**src/rtl/uart_key_decoder.sv**
```systemverilog
// uart_key_decoder: maps UART key bytes to stretched button pulses, latched toggles and an ESC reset hold.
// Optional UART_ECHO_EN adds a key echo path with a 1-entry holding register.
module uart_key_decoder #(
  parameter int PULSE_CYC = 100_000,
  parameter int ESC_CYC   = 16
) (
  input  logic       clk,
  input  logic       rst,
  input  logic [7:0] rx_data,
  input  logic       rx_done,
  output logic [7:0] btn_out,
  output logic       esc_rst,
  output logic       busy
`ifdef UART_ECHO_EN
  ,
  output logic       tx_start,
  output logic [7:0] tx_din,
  input  logic       tx_busy
`endif
);
  localparam int MAXC = PULSE_CYC > ESC_CYC ? PULSE_CYC : ESC_CYC;
  localparam int CW = $clog2(MAXC + 1);
  localparam logic [CW-1:0] P_LD = CW'(PULSE_CYC - 1);
  localparam logic [CW-1:0] E_LD = CW'(ESC_CYC - 1);
  typedef enum logic [1:0] {IDLE, PULSE, ESC_HOLD} state_t;
  state_t state, state_nx;
  logic [CW-1:0] cnt, cnt_nx;
  logic [7:0] btn_nx, lc;
  logic [3:0] key_btn;
  logic key_m, key_s, key_esc;
  // Setting bit 5 folds upper-case letters onto lower case; ESC is unaffected.
  assign lc = rx_data | 8'h20;
  assign key_btn = rx_done ? {lc == 8'h6C, lc == 8'h72, lc == 8'h75, lc == 8'h64} : 4'b0;
  assign key_m = rx_done && lc == 8'h6D;
  assign key_s = rx_done && lc == 8'h73;
  assign key_esc = rx_done && rx_data == 8'h1B;
  assign esc_rst = state == ESC_HOLD;
  assign busy = state != IDLE;
  always_ff @(posedge clk or negedge rst)
    if (!rst) begin
      state <= IDLE;
      cnt <= '0;
      btn_out <= 8'h00;
    end else begin
      state <= state_nx;
      cnt <= cnt_nx;
      btn_out <= btn_nx;
    end
  always_comb begin
    state_nx = state;
    cnt_nx = cnt != '0 ? cnt - 1'b1 : cnt;
    btn_nx = btn_out;
    if (state == ESC_HOLD) begin
      btn_nx = 8'h00;
      state_nx = cnt == '0 ? IDLE : ESC_HOLD;
    end else if (key_esc) begin
      state_nx = ESC_HOLD;
      cnt_nx = E_LD;
      btn_nx = 8'h00;
    end else begin
      btn_nx[1:0] = btn_out[1:0] ^ {key_m, key_s};
      if (state == IDLE && |key_btn) begin
        state_nx = PULSE;
        cnt_nx = P_LD;
        btn_nx[5:2] = key_btn;
      end else if (state == PULSE && cnt == '0) begin
        state_nx = IDLE;
        btn_nx[5:2] = 4'b0;
      end
    end
  end
`ifdef UART_ECHO_EN
  logic [7:0] hold;
  logic hold_v, acc;
  // Button keys arriving mid-pulse are dropped, so they are not echoed either.
  assign acc = state != ESC_HOLD && (key_esc || key_m || key_s || (state == IDLE && |key_btn));
  always_ff @(posedge clk or negedge rst)
    if (!rst) begin
      tx_start <= 1'b0;
      tx_din <= 8'h00;
      hold <= 8'h00;
      hold_v <= 1'b0;
    end else begin
      tx_start <= 1'b0;
      if (acc && !tx_busy) begin
        tx_start <= 1'b1;
        tx_din <= rx_data;
        hold_v <= 1'b0;
      end else if (acc) begin
        hold <= rx_data;
        hold_v <= 1'b1;
      end else if (hold_v && !tx_busy) begin
        tx_start <= 1'b1;
        tx_din <= hold;
        hold_v <= 1'b0;
      end
    end
`endif
endmodule
```
**config.mk**
```make
export PLATFORM = sky130hd
export DESIGN_NAME = uart_key_decoder
export DESIGN_NICKNAME = d
export VERILOG_FILES = /design/src/rtl/uart_key_decoder.sv
export SDC_FILE = /design/constraint.sdc
export NUM_CORES = 1
export LEC_CHECK = 0
export BUFFER_PORTS_ARGS = -buffer_cell sky130_fd_sc_hd__buf_2
export CAP_MARGIN = 10
export CORE_ASPECT_RATIO = 1.2
export CORE_MARGIN = 2
export CORE_UTILIZATION = 54
export DETAILED_ROUTE_END_ITERATION = 10
export PLACE_DENSITY = 0.76
export SLEW_MARGIN = 25
export SYNTH_ARGS = -nofsm -noshare
export SYNTH_HDL_FRONTEND = slang
export SYNTH_SLANG_ARGS = --single-unit
export TNS_END_PERCENT = 10
```
**constraint.sdc**
```tcl
create_clock -name clk -period 2.3 [get_ports clk]
set_input_delay 0.115 -clock clk [delete_from_list [all_inputs] [get_ports clk]]
set_output_delay 0.115 -clock clk [all_outputs]
set_load 0.05 [all_outputs]
```
==> metrics.md <==
| Metric | Value |
|---|---|
| DP Wirelength | 2160 microns |
| Max frequency | 0.504 GHz |
| Total power | 0.678 mW |
| Synth Warn # | 0 |
| Post-layout nets | 180 |
| CTS Sinks | 25 |
| Pin count of the biggest net entering global routing | 26 |
| Post-synthesis register bit count | 25 |
| Cell area after synthesis | 0.00145 sq mm |
| PwrDens | 425 mW/mm^2 |
| Number of remaining DRC errors | 0 |
| DR vias | 1,172 |
| Cells after Synth | 146 |
| Max_slew headroom | 0.546 |
| Number of synthesized flops with an enable pin | 0 |
| Fin Clk Skew | 0.00163 ns |
| Cell taking the most area after synthesis | dfrtp_1 |
| Top-area cell type share of the netlist area | 0.432 |
| Period utilization | 0.862 |
| Drt first-iter violations | 27 |
| Clk Latency, worst-skew pair | 0.32 ns |
| Grt ovf | 0 |
| Crit. Startpoint | cnt[0] |
| Buf+Inv Stages, Crit Path | 1 |
| Critical path required time | 2.53 ns |
| Pre-CTS setup slack | 0.337 ns |
| Initial antenna violation count | 0 |
| Synth area leaders | dfrtp_1 (43%), nor2_1 (4.4%), xnor2_1 (3.6%) |
| Footprint of the multi-input gates | 791 sq um |
| Max cap viols | 0 |
| Vias/cell | 5.89 |
| Seq/Total Area, Yosys | 0.432 |
| Port Buffers | 18 |
| Share of layout cells above drive strength 1 | 0.205 |
| Sequential cell area | 626 sq um |
| TritonRoute pass-1 iters | 4 |
| Starting Density | 0.567 |
| Worst-margin pin slew | 0.677 ns |
| Reg2reg end | btn_out[5] |
| CP endpoint | btn_out[5] |
| CTS root buffer | clkbuf_4 |
| Post-layout instance area | 0.00160 sq mm |
| Worst r2r src | cnt[0] |
| RD Place Congestion | 0.808 |
| Wire per inst | 14.2 microns |
| Internal reg-to-reg setup slack | 0.32 ns |
| CP arrival | 2.21 ns |
| Post-synth ARST share | 1.00 |
| Synth cell count leaders | dfrtp_1 (25), nor2_1 (17), nand2_1 (11) |
| Post-layout util | 0.625 |
| Final setup violation count | 0 |
| CTS tree | yes |
| Ys flop type | dfrtp_1 |
| Most frequent cell after synthesis | dfrtp_1 |
| Static Leak | 0.623 nW |
| Fillers | 235 |
| FF-to-FF path depth | 7 |
| Final Hold Viols | 0 |
| Top Ports | 21 |
| Final hold slack | 0.0530 ns |
| Critical path type | reg2reg |
| Chip width | 51.3 microns |
| Reg clk slew, reported paths | 0.13 ns |
| Placed insts | 194 |
| Critical path endpoint category | flip-flop |
| Slowest-stage cell, CP | dfrtp_1 |
| Htree depth | 1 |
| Count of cell types in the netlist | 49 |
| Die Span Y | 60.7 microns |
| GR Util All Layers | 0.199 |
| Final Slew Violations | 0 |
| Fin Setup TNS | 0 ns |
| Top Family by Delay on Critical Path | compound AO/OA/AOI/OAI gates |
| Largest stage delay on the critical path | 0.42 ns |
| Stages on the worst setup path | 7 |
| Peak VDD IR | 0.293 mV |
| CP Cell Sequence | inv_1, ha_1, nor4b_4, nand3_2, o311ai_4, o31ai_2, a32o_1 |
| Final min period | 1.98 ns |
| Post-CTS Repair Setup Buffers | 0 |
| RSZ-0062 raised after global routing | false |
| Placed Area | 0.00156 sq mm |
| Cell row count | 20 |
| Layout area overhead | 10.2% |
| Die area | 0.00311 sq mm |
| CORE AREA | 0.00255 sq mm |
| Worst setup SP type | flip-flop |
| Final ANT Viol Nets | 0 |
| First-pass GRT wire length | 4610 microns |
| Outcome | completed |
| Post-route non-filler standard cell count | 199 |
| Antenna cells | 0 |
| Hold WC Path Type | in2reg |
| Syn_area_per_cell | 9.92 sq um |
| Number of buffers created by CTS | 3 |
| Post-Route WL | 2830 microns |
| Fin worst setup slack | 0.317 ns |
| Vias in the first global route | 1,094 |
| Crit path max fanout | 5 |
| CTS Buffer Depth | 2 |
-- worst register-to-register path: cells and delay by family (launching register included) --
kind	cells	cell delay, ns
DFF	1	0.42
and+or+nand+nor	2	0.50
buffers and inverters	1	0.12
AOI/OAI and AO/OA	3	0.66
adders and majority gates	1	0.18
-- layout by cell type (no fill, tap or decap), types with 2 or more instances in the layout --
cell type and instances:
nor2_1 17, conb_1 2, a21oi_1 6, o21ai_0 6, buf_2 18, a32o_1 2, o31ai_2 2, nor4_1 7
ha_1 2, mux2i_1 2, o21ai_1 2, nand2b_1 2, clkbuf_4 3, nand3_1 4, inv_1 3, dfrtp_1 25
or3_1 4, xor2_1 2, nor3_1 6, a211oi_1 2, nand2_1 11, and3_1 2, o31ai_1 3, o211ai_1 2
xnor2_1 6
-- final cells by class --
cell class / count / share of cell area
multi-input cells: 115 / 0.496
well taps: 33 / 0.0259
repair buffers: 19 / 0.0627
clock buffers: 4 / 0.0165
inverters: 3 / 0.00706
flip-flops and latches: 25 / 0.392
-- worst min-delay path by stage --
| stage | start | endpoint | slack [ns] | cells past startpoint |
|---|---|---|---|---|
| 2_1_floorplan | rst | btn_out[0] | -0.18 | 0 |
| 3_3_place_gp | rst | cnt[10] | 0.13 | 1 |
| 3_5_place_dp | rst | cnt[10] | 0.14 | 1 |
| 4_1_cts | rx_data[3] | btn_out[2] | 0.05 | 2 |
| 5_1_grt | rx_data[3] | btn_out[2] | 0.07 | 2 |
| 6_report | rx_data[3] | btn_out[2] | 0.05 | 2 |
-- where the power goes --
part	total, mW	leakage, nW	switching [mW]	internal [mW]
Sequential	0.441	0.272	0.000923	0.440
Combinational	0.0398	0.336	0.0284	0.0114
Clock	0.198	0.0150	0.130	0.0680
-- routing by layer --
metal,vias to the layer above,part of all wire,track usage
li1,577,-,-
met1,566,0.43,0.228
met2,24,0.52,0.375
met3,5,0.034,0.0222
met4,0,0.017,0.0902
met5,-,0,0
-- repair_timing --
item | CTS | global route
gates resized for setup | 0 | 0
endpoints found under the setup margin | 0 | 0
endpoints found under the hold margin | 25 | 0
hold buffers | 1 | 0
-- cells by family (layout without fill, tap and decap cells) --
family,count (synthesis),in the layout,share of synthesized area
AO/OA/AOI/OAI,32,32,0.168
XOR/XNOR,8,8,0.0484
adder cells (fa/ha/maj),2,2,0.0173
buffers and inverters,7,26,0.0242
flip-flops,25,25,0.432
multiplexers,3,3,0.0216
other,1,2,0.00259
AND/OR/NAND/NOR,68,68,0.286
-- sequential cells by signal (all words and copies together), names as in the netlist --
register and cells:
btn_out 6, cnt 17, state 2
No activity file was read; power rests on OpenSTA's default activity.
